File: config.mk
export PLATFORM = sky130hd
export DESIGN_NAME = div_unit_flat
export DESIGN_NICKNAME = d
export VERILOG_FILES = /design/src/rtl/div_unit_if.sv /design/src/rtl/div_unit.sv /design/src/flat_wrapper.sv
export SDC_FILE = /design/constraint.sdc
export NUM_CORES = 1
export LEC_CHECK = 0
export ABC_AREA = 1
export CAP_MARGIN = 20
export CORE_ASPECT_RATIO = 0.9
export CORE_MARGIN = 1
export CORE_UTILIZATION = 59
export CTS_CLUSTER_DIAMETER = 50
export DETAILED_ROUTE_END_ITERATION = 8
export DONT_BUFFER_PORTS = 1
export GPL_TIMING_DRIVEN = 0
export PLACE_DENSITY = 0.81
export SETUP_SLACK_MARGIN = 0.4
export SYNTH_ARGS = -nofsm -noshare
export SYNTH_HDL_FRONTEND = slang
export SYNTH_SLANG_ARGS = --single-unit
File: constraint.sdc
create_clock -name clk -period 5.4 [get_ports clk]
set_input_delay 1.08 -clock clk [delete_from_list [all_inputs] [get_ports clk]]
set_output_delay 1.08 -clock clk [all_outputs]
set_load 0.02 [all_outputs]
File: src/rtl/div_unit_if.sv
// rtl/div_unit_if.sv - execute-stage <-> divider handshake bundle
// Optional DIV_ZERO_FLAG_EN adds the div_by_zero_o flag.
interface div_unit_if #(
  parameter int DATA_W = 32
);
  logic                  signed_div_i;
  logic [DATA_W-1:0]     opdata1_i;
  logic [DATA_W-1:0]     opdata2_i;
  logic                  start_i;
  logic                  annul_i;
  logic [2*DATA_W-1:0]   result_o;
  logic                  ready_o;
`ifdef DIV_ZERO_FLAG_EN
  logic                  div_by_zero_o;

  modport master (
    output signed_div_i, opdata1_i, opdata2_i, start_i, annul_i,
    input  result_o, ready_o, div_by_zero_o
  );
  modport slave (
    input  signed_div_i, opdata1_i, opdata2_i, start_i, annul_i,
    output result_o, ready_o, div_by_zero_o
  );
`else
  modport master (
    output signed_div_i, opdata1_i, opdata2_i, start_i, annul_i,
    input  result_o, ready_o
  );
  modport slave (
    input  signed_div_i, opdata1_i, opdata2_i, start_i, annul_i,
    output result_o, ready_o
  );
`endif
endinterface

File: src/rtl/div_unit.sv
// rtl/div_unit.sv - radix-2 restoring DIV/DIVU unit, one quotient bit per cycle
// Optional DIV_ZERO_FLAG_EN drives div_by_zero_o alongside a zero-divisor result.
module div_unit #(
  parameter int DATA_W = 32,
  parameter int CNT_W  = 6
) (
  input  logic       clk,
  input  logic       rst,
  div_unit_if.slave  bus
);

  typedef enum logic [1:0] {S_FREE, S_BYZERO, S_ON, S_END} state_e;

  state_e                state_q;
  logic [CNT_W-1:0]      cnt_q;
  logic [2*DATA_W-1:0]   work_q;
  logic [DATA_W-1:0]     divisor_q;
  logic                  signed_q;
  logic                  neg1_q;
  logic                  neg2_q;
  logic [2*DATA_W-1:0]   result_q;
  logic                  ready_q;
`ifdef DIV_ZERO_FLAG_EN
  logic                  dbz_q;
`endif

  logic [DATA_W:0]       diff_d;
  logic [DATA_W-1:0]     quot_d;
  logic [DATA_W-1:0]     rem_d;
  logic [DATA_W-1:0]     abs1_d;
  logic [DATA_W-1:0]     abs2_d;
  logic                  neg1_d;
  logic                  neg2_d;

  // Trial subtraction on the partial remainder as it will look after the shift.
  assign diff_d = work_q[2*DATA_W-1:DATA_W-1] - {1'b0, divisor_q};

  assign quot_d = (signed_q && (neg1_q ^ neg2_q)) ? -work_q[DATA_W-1:0]
                                                 :  work_q[DATA_W-1:0];
  assign rem_d  = (signed_q && neg1_q) ? -work_q[2*DATA_W-1:DATA_W]
                                       :  work_q[2*DATA_W-1:DATA_W];

  assign neg1_d = bus.signed_div_i & bus.opdata1_i[DATA_W-1];
  assign neg2_d = bus.signed_div_i & bus.opdata2_i[DATA_W-1];
  assign abs1_d = neg1_d ? -bus.opdata1_i : bus.opdata1_i;
  assign abs2_d = neg2_d ? -bus.opdata2_i : bus.opdata2_i;

  always_ff @(posedge clk or posedge rst) begin
    if (rst) begin
      state_q   <= S_FREE;
      cnt_q     <= '0;
      work_q    <= '0;
      divisor_q <= '0;
      signed_q  <= 1'b0;
      neg1_q    <= 1'b0;
      neg2_q    <= 1'b0;
      result_q  <= '0;
      ready_q   <= 1'b0;
`ifdef DIV_ZERO_FLAG_EN
      dbz_q     <= 1'b0;
`endif
    end else begin
      case (state_q)
        S_FREE: begin
          ready_q  <= 1'b0;
          result_q <= '0;
`ifdef DIV_ZERO_FLAG_EN
          dbz_q    <= 1'b0;
`endif
          if (bus.start_i && !bus.annul_i) begin
            if (bus.opdata2_i == '0) begin
              state_q <= S_BYZERO;
            end else begin
              state_q   <= S_ON;
              signed_q  <= bus.signed_div_i;
              neg1_q    <= neg1_d;
              neg2_q    <= neg2_d;
              work_q    <= {{DATA_W{1'b0}}, abs1_d};
              divisor_q <= abs2_d;
              cnt_q     <= '0;
            end
          end
        end
        S_BYZERO: begin
          state_q  <= S_END;
          result_q <= '0;
          ready_q  <= 1'b1;
`ifdef DIV_ZERO_FLAG_EN
          dbz_q    <= 1'b1;
`endif
        end
        S_ON: begin
          if (bus.annul_i) begin
            state_q <= S_FREE;
            cnt_q   <= '0;
          end else if (cnt_q == CNT_W'(DATA_W)) begin
            state_q  <= S_END;
            result_q <= {rem_d, quot_d};
            ready_q  <= 1'b1;
          end else begin
            if (diff_d[DATA_W]) begin
              work_q <= {work_q[2*DATA_W-2:0], 1'b0};
            end else begin
              work_q <= {diff_d[DATA_W-1:0], work_q[DATA_W-2:0], 1'b1};
            end
            cnt_q <= cnt_q + CNT_W'(1);
          end
        end
        S_END: begin
          // Result is held for the initiator until it drops start_i; annul is ignored here.
          if (!bus.start_i) begin
            state_q  <= S_FREE;
            ready_q  <= 1'b0;
            result_q <= '0;
`ifdef DIV_ZERO_FLAG_EN
            dbz_q    <= 1'b0;
`endif
          end
        end
        default: state_q <= S_FREE;
      endcase
    end
  end

  assign bus.result_o = result_q;
  assign bus.ready_o  = ready_q;
`ifdef DIV_ZERO_FLAG_EN
  assign bus.div_by_zero_o = dbz_q;
`endif

endmodule

File: src/flat_wrapper.sv
// flat-port wrapper written by rule: the top's interface ports become plain ports
module div_unit_flat 
#(
  parameter int DATA_W = 32,
  parameter int CNT_W  = 6
)
  (clk, rst, bus_signed_div_i, bus_opdata1_i, bus_opdata2_i, bus_start_i, bus_annul_i, bus_result_o, bus_ready_o);
  div_unit_if #(.DATA_W(DATA_W)) bus_i ();
  input  logic clk;
  input  logic rst;
  input wire logic [$bits(bus_i.signed_div_i)-1:0] bus_signed_div_i;
  input wire logic [$bits(bus_i.opdata1_i)-1:0] bus_opdata1_i;
  input wire logic [$bits(bus_i.opdata2_i)-1:0] bus_opdata2_i;
  input wire logic [$bits(bus_i.start_i)-1:0] bus_start_i;
  input wire logic [$bits(bus_i.annul_i)-1:0] bus_annul_i;
  output wire logic [$bits(bus_i.result_o)-1:0] bus_result_o;
  output wire logic [$bits(bus_i.ready_o)-1:0] bus_ready_o;
  assign bus_i.signed_div_i = bus_signed_div_i;
  assign bus_i.opdata1_i = bus_opdata1_i;
  assign bus_i.opdata2_i = bus_opdata2_i;
  assign bus_i.start_i = bus_start_i;
  assign bus_i.annul_i = bus_annul_i;
  assign bus_result_o = bus_i.result_o;
  assign bus_ready_o = bus_i.ready_o;
  div_unit #(.DATA_W(DATA_W), .CNT_W(CNT_W)) u_core (.clk(clk), .rst(rst), .bus(bus_i));
endmodule
**Yosys cells after proc, flatten, opt, wreduce, memory -nomap -nowiden**

Index checks and enable logic that the tools add are counted.

- Flip-flop bits (word level): 172
- Bits of input ports: 69
- Logic and storage cells: 73

- Add/sub/neg operators: 6
- Equality and inequality tests: 12
- Mux-type cells: 29
- Bitwise gates (word level): 4
- Reduce and logical (&&, ||, !) cells: 13

Operators by type and width:

| cell | number |
|---|---|
| two-way mux 64 bit | 8 |
| one-hot mux 64 bit (3 select lines) | 1 |
| two-way mux 32 bit | 4 |
| negator 32 bit | 4 |
| one-hot mux 64 bit (2 select lines) | 1 |
| subtractor 33 x 32 -> 33 bit | 1 |
| zero test 32 bit | 1 |
| two-way mux 6 bit | 4 |
| one-hot mux 6 bit (2 select lines) | 1 |
| two-way mux 2 bit | 5 |
| AND reduction 3 bit | 3 |
| inequality test 2 bit, second input constant | 4 |
| one-hot mux 2 bit (4 select lines) | 1 |
| adder 6 x 1 -> 6 bit, second input constant | 1 |
| == test 6 bit, second input constant | 1 |
| AND reduction 5 bit | 1 |
| == test 2 bit, second input constant | 2 |
| inequality test 2 x 1 -> 1 bit, second input constant | 2 |
| one-hot mux 1 bit (4 select lines) | 1 |
| AND reduction 4 bit | 1 |
| logical AND 1 bit | 3 |
| two-way mux 1 bit | 3 |
| inequality test 3 x 2 -> 1 bit, second input constant | 1 |
| inequality test 3 bit, second input constant | 1 |
| 8 further kinds | 9 |

**Logic depth before layout (Yosys ltp)**

Gate-level depths: netlist (run 1).

- Depth in word-level cells: 6
- Depth in mapped cells: 18
- Mapped depth without buffers: 18

**Worst setup path after synthesis (run 1)**

No wires, ideal clock.

- Kind: input-to-reg
- From: in bus_opdata2_i[0]
- To: reg u_core.work_q[0]
- Setup time: 0.123 ns
- Data arrival time: 2.386 ns
- Data required time: 5.277 ns
- Slack: 2.891 ns
- Cell stages on the path: 14
- Path buffers: 1
- Cells stage by stage: inv_1 ha_1 nand3_2 nor2_2 nand2_1 nor2_2 nor2_4 nand2_4 nand2_4 nand2_8 inv_4 buf_6 nor2_1 a21oi_2

- Cells in the longest elaborated chain, start to end: 3

RTL lines:

| what | line | source |
|---|---|---|
| from (decl) | flat_wrapper.sv:13 | `input wire logic [$bits(bus_i.opdata2_i)-1:0] bus_opdata2_i;` |
| zero test 32 bit | div_unit.sv:71 | `if (bus.opdata2_i == '0) begin` |
| inequality test 2 bit (no line) | -- |  |
| AND reduction 5 bit (no line) | -- |  |
| to (signal assigned) | div_unit.sv:78 | `work_q <= {{DATA_W{1'b0}}, abs1_d};` |
| to (signal assigned) | div_unit.sv:102 | `work_q <= {work_q[2*DATA_W-2:0], 1'b0};` |
| to (signal assigned) | div_unit.sv:104 | `work_q <= {diff_d[DATA_W-1:0], work_q[DATA_W-2:0], 1'b1};` |
| to (decl) | div_unit.sv:16 | `logic [2*DATA_W-1:0] work_q;` |

Every way passes these cells.
A chain may end at the register's enable or synchronous reset.

**Final worst setup path (run 1)**

- From: reg u_core.work_q[31]
- To: reg u_core.work_q[57]

- Cells in the longest elaborated chain, start to end: 5

RTL lines:

| what | line | source |
|---|---|---|
| subtractor 33 x 32 -> 33 bit | div_unit.sv:36 | `assign diff_d = work_q[2*DATA_W-1:DATA_W-1] - {1'b0, divisor_q};` |
| two-way mux 64 bit | div_unit.sv:101 | `if (diff_d[DATA_W]) begin` |
| two-way mux 64 bit | div_unit.sv:96 | `end else if (cnt_q == CNT_W'(DATA_W)) begin` |
| two-way mux 64 bit | div_unit.sv:93 | `if (bus.annul_i) begin` |
| one-hot mux 64 bit (2 select lines) | div_unit.sv:63 | `case (state_q)` |

Every way passes these cells. The select of a mux whose other input is x is not followed.

==> metrics, run 1 <==
pin count of the biggest net entering global routing=46; global routing usage summed across all routing layers=36.40%; synthesized-area fraction occupied by adder cells=4.177%; count of hold-fix buffers inserted at cts=0; post-synthesis compound-gate area fraction=12.66%; cell count after synthesis=2015; leading cell type in the layout, fill and taps excluded=nand2_1; clock tree from TritonCTS=done; number of I/O port buffers=0; number of library cell types mapped by synthesis=50; Core Box Area=21700 sq um; boundary pin count=134; final worst path period share=52.82%; Startpoint Class=flop; share of the yosys chip area belonging to registers=32.96%; worst-path fanout max=10; total number of vias=13490; Max stage delay on crit path=0.45 ns; area of combinational cells with multiple inputs=7422 sq um; total power after layout=6006 uW; H-tree level count=4; final wirelength=41180 um; xor/xnor cell area share of the yosys netlist=4.292%; detailed placement HPWL=33110 um; Lkg Pwr=0.007616 uW; Die H=143.1 um; cts bufs inserted=17; CTS sink count=172; netlist area before placement=13060 sq um; DRC Markers=0; detailed-routing iteration count for the pre-antenna-repair pass=6; fraction of final layout cells sized beyond drive strength 1=6.046%; most frequent cell on the critical path=nand2_1; Post-synth EDFFs=0; DRT iter0 DRCs=1267; prevailing post-synth register cell=dfrtp_1; vias in the first global route=12240; Antenna Violating Nets Remaining=0; Min Clock Period, post-route=2.852 ns; met2 GRT Util=52.24%; max cap viols=0; clock insertion delay at the later pin of the skew report=0.45 ns; clk buf depth=2; average cell area after synthesis=6.481 sq um; worst max-slew margin expressed relative to the limit=42.05%; number of endpoints failing setup at the final stage=0; arrival time of the worst setup path=3.20 ns; top library cells by usage in the layout, fill and taps aside=nand2_1, inv_1, nand3_1; residual overflow from global routing=0; status=completed; RSZ-0062 raised after global routing=false; horizontal extent of the die=158.8 um; global routing usage on met3=10.98%; count of inserted antenna diode cells=0; routing usage on met1=52.12%; wire length of the first global-routing pass=64220 um; setup TNS=0 ns; maximum clock rate=350.6 MHz; clk slew on worst S/H paths=0.08 ns; layout net count=2150; quantity of gates resized following cts=0; fill count=2031; simple-gate area share of the yosys netlist=35.71%; proportion of synthesized area in mux cells=0%; clk_skew=0.01843 ns; number of setup buffers added after CTS=0; most used routing layer=met2; maximum VDD drop=0.3575 mV; warnings from Yosys=0; largest family of logic cells by synthesized area=simple AND/OR/NAND/NOR gates; library cell used as clock root buffer=clkbuf_16; number of nets in the synthesized netlist=2127; Critical Setup Path Class=reg2reg; crit path max-delay cell type=dfrtp_1; capturing element type of the critical path=flop; average vias per placed instance=5.762; Hold Vio Cnt, Final=0; tightest hold margin=0.4581 ns; P&R area growth vs syn=8.068%; initial core utilization=60.19%; Yosys reg bits=172; Avg WL per Cell=17.58 um; crit path cell chain=inv_1, ha_1, fa_1, inv_1, nand2_1, nand2_1, nand3_1, nand2_1, nand2_1, nand2_2, nand2_2, nand2_1, nand2_1, nand2_2, buf_4, nand3_1, nand3_1, nand2_1; Synth async-reset ratio=100.0%; Sequential Area=4304 sq um; Final Max Slew Viols=0; initial antenna violation count=0; standard-cell row count=51; Tightest Pin Transition=0.8693 ns; floorplan die area=22730 sq um; HP Class=in2async; Req. time, crit path=5.74 ns; Power Dens Cells=425.6 nW/um^2; final weighted congestion in routability-driven placement=0.9415
where the power goes:
part	switching, uW	leakage (uW)	internal (uW)
Combinational	2060	0.00503	849
Sequential	282	0.00229	1560
Clock	624	0.000296	632
synth_stat cells (4+ instances only):
| library cell | instances | share of area [%] |
|---|---|---|
| nand2_1 | 658 | 19 |
| inv_1 | 256 | 7.4 |
| nand3_1 | 195 | 7.5 |
| dfrtp_1 | 172 | 33 |
| nor2_1 | 161 | 4.6 |
| o21ai_0 | 122 | 4.7 |
| a21oi_1 | 70 | 2.7 |
| xor2_1 | 49 | 3.3 |
| ha_1 | 42 | 4.0 |
| o21ai_1 | 42 | 1.6 |
| nor3_1 | 36 | 1.4 |
| clkbuf_1 | 29 | 0.83 |
| nand4_1 | 21 | 1.0 |
| buf_2 | 16 | 0.61 |
| xnor2_1 | 15 | 1.0 |
| inv_2 | 14 | 0.40 |
| nor2_2 | 10 | 0.48 |
| buf_4 | 8 | 0.46 |
| o31ai_1 | 8 | 0.46 |
| nand2_2 | 7 | 0.34 |
| o211ai_2 | 7 | 0.67 |
| nor4_1 | 6 | 0.29 |
| o211ai_1 | 6 | 0.34 |
| or2_2 | 6 | 0.29 |
| o21bai_1 | 5 | 0.29 |
| o22ai_1 | 5 | 0.24 |
| a21oi_2 | 4 | 0.27 |
| buf_6 | 4 | 0.34 |
through the flow:
stage	utilization [%]	area [sq um]	setup slack, ns	instances
finish	65.05	14110	2.548	2342
global route	65.05	14110	2.430	2342
CTS	65.05	14110	2.644	2342
detailed placement	62.25	13510	2.449	2310
global placement	61.89	13430	1.305	2306
floorplan	-	13060	2.123	2015
cells by family after synthesis:
logic type | after synthesis
AO/OA/AOI/OAI | 291
XOR/XNOR | 64
adder cells (fa/ha/maj) | 43
buffers and inverters | 333
flip-flops | 172
AND/OR/NAND/NOR | 1112
cell type report:
type                            count  area share (%)
Buffer                             60           2.163
Clock buffer                       17           3.014
Clock inverter                     15           1.277
Inverter                          273           7.306
Multi-Input combinational cell   1510           52.59
Sequential cell                   172           30.50
Tap cell                          291           2.580
Timing Repair Buffer                4          0.5674
state kept, by name, indices dropped and copies added, names as in the netlist:
| name | count |
|---|---|
| u_core.divisor_q | 32 |
| u_core.work_q | 64 |
| u_core.state_q | 2 |
| u_core.cnt_q | 6 |
| u_core.signed_q | 1 |
| u_core.bus.result_o | 64 |
| u_core.neg2_q | 1 |
| u_core.neg1_q | 1 |
| u_core.bus.ready_o | 1 |
final timing paths:
path | cells after the start | slack (ns) | start | endpoint
setup / recovery | 18 | 2.55 | u_core.work_q[31] | u_core.work_q[57]
max in group asynchronous | 3 | 4.09 | rst | u_core.divisor_q[18]
hold / removal | 1 | 0.46 | rst | u_core.bus.result_o[10]
min in group clk | 2 | 0.49 | u_core.divisor_q[30] | u_core.divisor_q[30]
hold reg to reg | 2 | 0.49 | u_core.divisor_q[30] | u_core.divisor_q[30]
setup reg to reg | 18 | 2.55 | u_core.work_q[31] | u_core.work_q[57]
layer usage:
metal,wire [um],vias up
met5,0,-
met4,1001,0
met3,4730,75
met2,16580,672
met1,18870,6225
li1,-,6522
critical path: cells and delay by family, from the launching register on:
| kind | cells | cell delay, ns |
|---|---|---|
| simple gates | 13 | 1.28 |
| fa+ha+maj | 2 | 0.63 |
| flops | 1 | 0.45 |
| buf+inv | 3 | 0.38 |
(Power assumes the default switching activity.)
==> run 2: changes to the inputs <==
==> constraint.sdc (replaced) <==
create_clock -name clk -period 2.3 [get_ports clk]
set_input_delay 0.46 -clock clk [delete_from_list [all_inputs] [get_ports clk]]
set_output_delay 0.46 -clock clk [all_outputs]
set_load 0.02 [all_outputs]
==> run 2 against run 1 <==
The run now ends with negative setup slack left. Power increased to 2.7 times the previous value. Design area rose by 14%. Clock skew down 0.0070 ns. Cell count grew 2.6%. Via count increased by 6.0%. Utilization rose by 9.2 points. Critical path depth rose by 1. Clock power rose by 140%. Combinational power rose to 3.0 times the previous value. Sequential share of layout area shrank 3.7 points. Die area stayed put. Worst setup slack got worse by 2.7 ns. Largest power group unchanged.
==> metrics, run 2 (synthesized netlist as in run 1, its figures left out) <==
clock insertion delay at the later pin of the skew report=0.44 ns; Hold Vio Cnt, Final=0; initial core utilization=60.19%; Antenna Violating Nets Remaining=0; initial antenna violation count=1; buffer and inverter count on the worst path=4; Critical Setup Path Class=reg2reg; cts bufs inserted=17; most frequent cell on the critical path=nand2_4; reg2reg setup slack=-0.20 ns; DRT iter0 DRCs=1774; Startpoint Class=flop; HP Class=in2reg; r2r endpoint=u_core.work_q[34]; Die H=143.1 um; library cell used as clock root buffer=clkbuf_16; P&R area growth vs syn=23.32%; clock tree from TritonCTS=done; final weighted congestion in routability-driven placement=0.9802; critical path launch point=u_core.work_q[31]; wire length of the first global-routing pass=66960 um; crit path cell chain=inv_2, ha_4, fa_2, inv_2, nand2_2, nand2_2, nand3_4, nand2_4, nand2_4, nand2_4, nand2_4, nand2_4, nand2_4, nand2_4, buf_12, buf_8, nand2_2, nand3_2, nand2_1; crit path max-delay cell type=dfrtp_1; total power after layout=16230 uW; top library cells by usage in the layout, fill and taps aside=nand2_1, inv_1, dfrtp_1; capturing element type of the critical path=flop; global routing usage summed across all routing layers=37.80%; total number of vias=14300; Worst R2R Start=u_core.work_q[31]; detailed-routing iteration count for the pre-antenna-repair pass=6; Max stage delay on crit path=0.39 ns; Avg WL per Cell=18.86 um; average vias per placed instance=5.950; cell family with the largest share of critical-path delay=simple AND/OR/NAND/NOR gates; post-placement cell count=2310; highest routed metal layer=met5; fraction of final layout cells sized beyond drive strength 1=19.17%; count of inserted antenna diode cells=0; Req. time, crit path=2.62 ns; worst hold start=bus_signed_div_i; cell count of the worst hold path=2; H-tree level count=4; maximum clock rate=400.6 MHz; number of standard cells in the layout, taps in and fillers out=2404; detailed route wirelength on metal2=19440 um; boundary pin count=134; floorplan die area=22730 sq um; clk slew on worst S/H paths=0.08 ns; status=finished, violations left; leading cell type in the layout, fill and taps excluded=nand2_1; CTS sink count=172; tightest hold margin=0.1344 ns; failing checks=negative setup slack; standard-cell row count=51; final critical-path setup slack=-0.1960 ns; clk_skew=0.01139 ns; endpoint of the worst hold path=u_core.signed_q; max cap viols=0; maximum VDD drop=0.6949 mV; Power Dens Cells=1008 nW/um^2; detailed placement HPWL=32550 um; Worst R2R Path Depth=19; RSZ-0062 raised after global routing=true; total met3 wirelength after detailed routing=5738 um; DRC Markers=0; horizontal extent of the die=158.8 um; arrival time of the worst setup path=2.82 ns; Lkg Pwr=0.008309 uW; final worst path period share=108.5%; vias in the first global route=12510; pin count of the biggest net entering global routing=45; final wirelength=45340 um; number of endpoints failing setup at the final stage=33; layout net count=2212; Min Clock Period, post-route=2.496 ns; worst-path fanout max=7; Tightest Pin Transition=0.8661 ns; number of I/O port buffers=0; routed metal-1 wirelength=18820 um; worst max-slew margin expressed relative to the limit=41.73%; Core Box Area=21700 sq um; Final Max Slew Viols=0; residual overflow from global routing=0; clk buf depth=2
## run 2: cell types whose count changed in the layout (fill, tap and decap cells not counted), moves of 20 or more
cell	delta
nand2_2	+35
nand3_4	+20
buf_4	+40
nand2_1	-60
ha_4	+21
nand3_1	-52
nand2_4	+24
ha_1	-28
nand3_2	+32
## run 2: metal layers
metal  GRT usage, %  up-vias
met4          10.48        2
met1          54.14     6587
li1               -     6643
met2          55.38      929
met5              0        -
met3          10.69      143
## run 2: how the worst max path moves through the flow
stage	endpoint	slack, ns	cells past startpoint
detailed placement	u_core.work_q[53]	-0.35	18
global route	u_core.work_q[57]	-0.21	19
global placement	u_core.divisor_q[27]	-1.21	1
finish	u_core.work_q[34]	-0.20	19
CTS	u_core.work_q[47]	-0.09	18
floorplan	u_core.bus.ready_o	-0.36	1
## run 2: worst reg2reg max path: stages (launching register included)
cell     delay, ns
dfrtp_1       0.39
inv_2         0.08
ha_4          0.17
fa_2          0.36
inv_2         0.07
nand2_2       0.06
nand2_2       0.11
nand3_4       0.08
nand2_4       0.09
nand2_4       0.05
nand2_4       0.09
nand2_4       0.07
nand2_4       0.08
nand2_4       0.05
nand2_4       0.09
buf_12        0.16
buf_8         0.16
nand2_2       0.07
nand3_2       0.07
nand2_1       0.08
## run 2: area by class of cell
class	count	area, sq um
clock inverter	15	191.4
buffer	60	430.4
tap	291	364.1
timing repair buffer	65	668.1
clock buffer	17	425.4
fill	1656	5592
timing repair inverter	1	7.507
inverter	273	1046
multi-input combinational	1510	8651
sequential	172	4320
## run 2: metrics by stage
stage,utilization (%),setup TNS [ns],instance area (sq um),setup WS (ns)
global placement,62.25,-209.51,13510,-1.206
floorplan,-,-61.35,13140,-0.3567
CTS,69.71,-1.582,15120,-0.08808
global route,74.23,-5.072,16100,-0.2050
detailed placement,62.62,-10.37,13590,-0.3491
finish,74.23,-4.524,16100,-0.1960
## run 2: repair_timing
item / CTS / global route
endpoints found under the hold margin: 15 / 0
setup endpoints to repair: 127 / 152
pin swaps: 24 / 56
hold buffers: 1 / 0
setup buffers: 25 / 29
cloned: 5 / 2
gates resized for setup: 157 / 200
## run 2: power breakdown
group	switching [uW]	total, uW	internal, uW	leakage [uW]
Clock	1450	3030	1580	0.000300
Combinational	5850	8850	2990	0.00574
Sequential	693	4360	3660	0.00227
==> run 3: changes to the inputs <==
--- a/config.mk
+++ b/config.mk
@@ -5,7 +5,7 @@
 export SDC_FILE = /design/constraint.sdc
 export NUM_CORES = 1
 export LEC_CHECK = 0
-export ABC_AREA = 1
+export ABC_AREA = 0
 export CAP_MARGIN = 20
 export CORE_ASPECT_RATIO = 0.9
 export CORE_MARGIN = 1
@@ -14,7 +14,7 @@
 export DETAILED_ROUTE_END_ITERATION = 8
 export DONT_BUFFER_PORTS = 1
 export GPL_TIMING_DRIVEN = 0
-export PLACE_DENSITY = 0.81
+export PLACE_DENSITY = 0.78
 export SETUP_SLACK_MARGIN = 0.4
 export SYNTH_ARGS = -nofsm -noshare
 export SYNTH_HDL_FRONTEND = slang
==> run 3 against run 2 <==
The run still ends with negative setup slack left. Worst setup slack got worse by 0.69 ns. Clock-buffer cell count unchanged. Design area decreased by 3.8%. Via count decreased by 15%. Clock power decreased by 1%. First-iteration DRC count decreased by 11%. Area after synthesis decreased by 12%. Combinational power increased by 11%. Cell count decreased by 26%. Maximum frequency decreased by 22%.
==> metrics, run 3 <==
Die H=134.0 um; failing checks=negative setup slack; wire length of the first global-routing pass=54990 um; top cells by instance count after synthesis=nand2_1, o21ai_0, dfrtp_1, a21oi_1, nor2_1; Startpoint Class=flop; worst max-slew margin expressed relative to the limit=40.92%; floorplan die area=19930 sq um; global routing usage summed across all routing layers=35.60%; clk slew on worst S/H paths=0.08 ns; standard-cell row count=47; boundary pin count=134; clk buf depth=2; final wirelength=44290 um; Power Dens Cells=1126 nW/um^2; worst-path fanout max=7; final worst path period share=138.5%; number of endpoints failing setup at the final stage=86; netlist area before placement=11430 sq um; H-tree level count=4; maximum VDD drop=0.8304 mV; reg2reg setup slack=-0.88 ns; Critical Setup Path Class=reg2reg; setup TNS=-39.32 ns; Yosys reg bits=172; Hold Vio Cnt, Final=0; largest cells by area after synthesis=dfrtp_1, o21ai_0, nand2_1, xnor2_1, xor2_1; DRT iter0 DRCs=1587; Antenna Violating Nets Remaining=0; crit path cell chain=ha_1, nand2_1, o21a_1, o22ai_1, nor3_2, o31ai_2, a31oi_4, xnor2_4, buf_6, buf_12, mux2i_2, o21ai_1; Min Clock Period, post-route=3.185 ns; post-placement cell count=1630; average vias per placed instance=6.870; library cell used as clock root buffer=clkbuf_16; detailed placement HPWL=23600 um; leading cell type in the layout, fill and taps excluded=dfrtp_1; initial antenna violation count=1; CTS sink count=172; Lkg Pwr=0.006697 uW; cell with the most instances after synthesis=nand2_1; clk_skew=0.01622 ns; final weighted congestion in routability-driven placement=0.9317; Avg WL per Cell=24.89 um; vias in the first global route=10410; number of I/O port buffers=0; total number of vias=12220; top library cells by usage in the layout, fill and taps aside=dfrtp_1, nand2_1, a21oi_1; residual overflow from global routing=0; Core Box Area=18700 sq um; Post-synth EDFFs=0; pin count of the biggest net entering global routing=38; Req. time, crit path=2.64 ns; arrival time of the worst setup path=3.53 ns; Final Max Slew Viols=0; layout net count=1632; fraction of final layout cells sized beyond drive strength 1=31.70%; number of library cell types mapped by synthesis=71; initial core utilization=61.12%; final critical-path setup slack=-0.8850 ns; horizontal extent of the die=148.7 um; Yosys top cell by area=dfrtp_1; HP Class=in2reg; warnings from Yosys=0; capturing element type of the critical path=flop; status=finished, violations left; number of standard cells in the layout, taps in and fillers out=1779; crit path max-delay cell type=dfrtp_1; average cell area after synthesis=8.282 sq um; clock tree from TritonCTS=done; P&R area growth vs syn=35.59%; RSZ-0062 raised after global routing=true; Tightest Pin Transition=0.8862 ns; share of the yosys chip area belonging to registers=37.66%; prevailing post-synth register cell=dfrtp_1; Max stage delay on crit path=0.57 ns; cts bufs inserted=17; Synth async-reset ratio=100.0%; area share of the largest cell type after synthesis=37.66%; detailed-routing iteration count for the pre-antenna-repair pass=6; maximum clock rate=314.0 MHz; clock insertion delay at the later pin of the skew report=0.47 ns; number of nets in the synthesized netlist=1492; DRC Markers=0; max cap viols=0; cell count after synthesis=1380
-- run 3: cell count changes after synthesis, sizes merged, moves of 33 or more --
cell | previous run | this run
xnor2 | 15 | 75
a21oi | 74 | 112
o21ai | 166 | 199
nor2 | 172 | 95
inv | 271 | 61
nand3 | 196 | 14
nand2 | 668 | 220
-- run 3: critical path: cells and delay by family, from the launching register on --
| kind | cells | cell delay, ns |
|---|---|---|
| AOI/OAI and AO/OA | 5 | 0.90 |
| DFF | 1 | 0.57 |
| adders and majority gates | 1 | 0.52 |
| buffers and inverters | 2 | 0.30 |
| xor gates and xnor gates | 1 | 0.28 |
| muxes | 1 | 0.26 |
| and+or+nand+nor | 2 | 0.21 |
-- run 3: cell families (layout without fill, tap and decap cells) --
logic type / count (synthesis) / in the layout / synth area share [%]
other cells: 0 / 1 / 0
xor+xnor: 146 / 146 / 11.35
compound gates: 417 / 417 / 21.22
flops: 172 / 172 / 37.66
simple gates: 447 / 448 / 17.95
buf+inv: 128 / 280 / 4.620
mux: 27 / 27 / 2.430
fa+ha+maj: 43 / 43 / 4.773
-- run 3: per-stage QoR --
stage	area, sq um	worst slack, ns	power [uW]	utilization, %	hold slack [ns]
CTS	14010	-0.6585	14410	74.92	0.1551
detailed placement	12100	-1.006	10210	64.72	0.2436
global placement	12000	-1.197	10020	64.18	0.4791
global route	15490	-0.9178	18020	82.86	0.1467
floorplan	11700	-0.5123	8677	-	0.4509
finish	15500	-0.8850	17450	82.87	0.1505
-- run 3: worst paths after layout --
path | endpoint | depth (start not counted) | from
setup / recovery | u_core.work_q[35] | 12 | u_core.work_q[50]
hold / removal | u_core.signed_q | 1 | bus_signed_div_i
setup reg to reg | u_core.work_q[35] | 12 | u_core.work_q[50]
hold reg to reg | u_core.cnt_q[5] | 1 | u_core.cnt_q[5]
max in group asynchronous | u_core.bus.result_o[46] | 5 | rst
min in group asynchronous | u_core.cnt_q[4] | 2 | rst
-- run 3: final cells by class --
type	instances	area (sq um)
repair buffers	120	1334
clock inverters	15	177.7
well taps	245	306.5
inverters	61	276.5
diodes	1	2.502
plain buffers	67	624.3
flip-flops and latches	172	4327
clock buffers	17	425.4
multi-input cells	1081	8024
fillers	967	3203
-- run 3: repair_timing --
item,4_1_cts,5_1_grt
endpoints found under the hold margin,4,0
endpoints found under the setup margin,172,172
hold buffers,1,0
gates resized for setup,222,301
cloned,10,6
buffers inserted,51,48
pin swaps,63,72
-- run 3: per-layer routing --
metal | up-vias | wire length, um | global-route usage (%)
met3 | 283 | 6376 | 8.673
li1 | 5122 | - | -
met4 | 0 | 2732 | 11.80
met1 | 5778 | 16180 | 50.29
met2 | 1039 | 19000 | 53.48
met5 | - | 0 | 0
-- run 3: where the power goes --
group	internal [uW]	total, uW	switching [uW]
registers	3650	4600	948
clock network	1460	2990	1530
logic	4080	9860	5780
total	9190	17400	8260
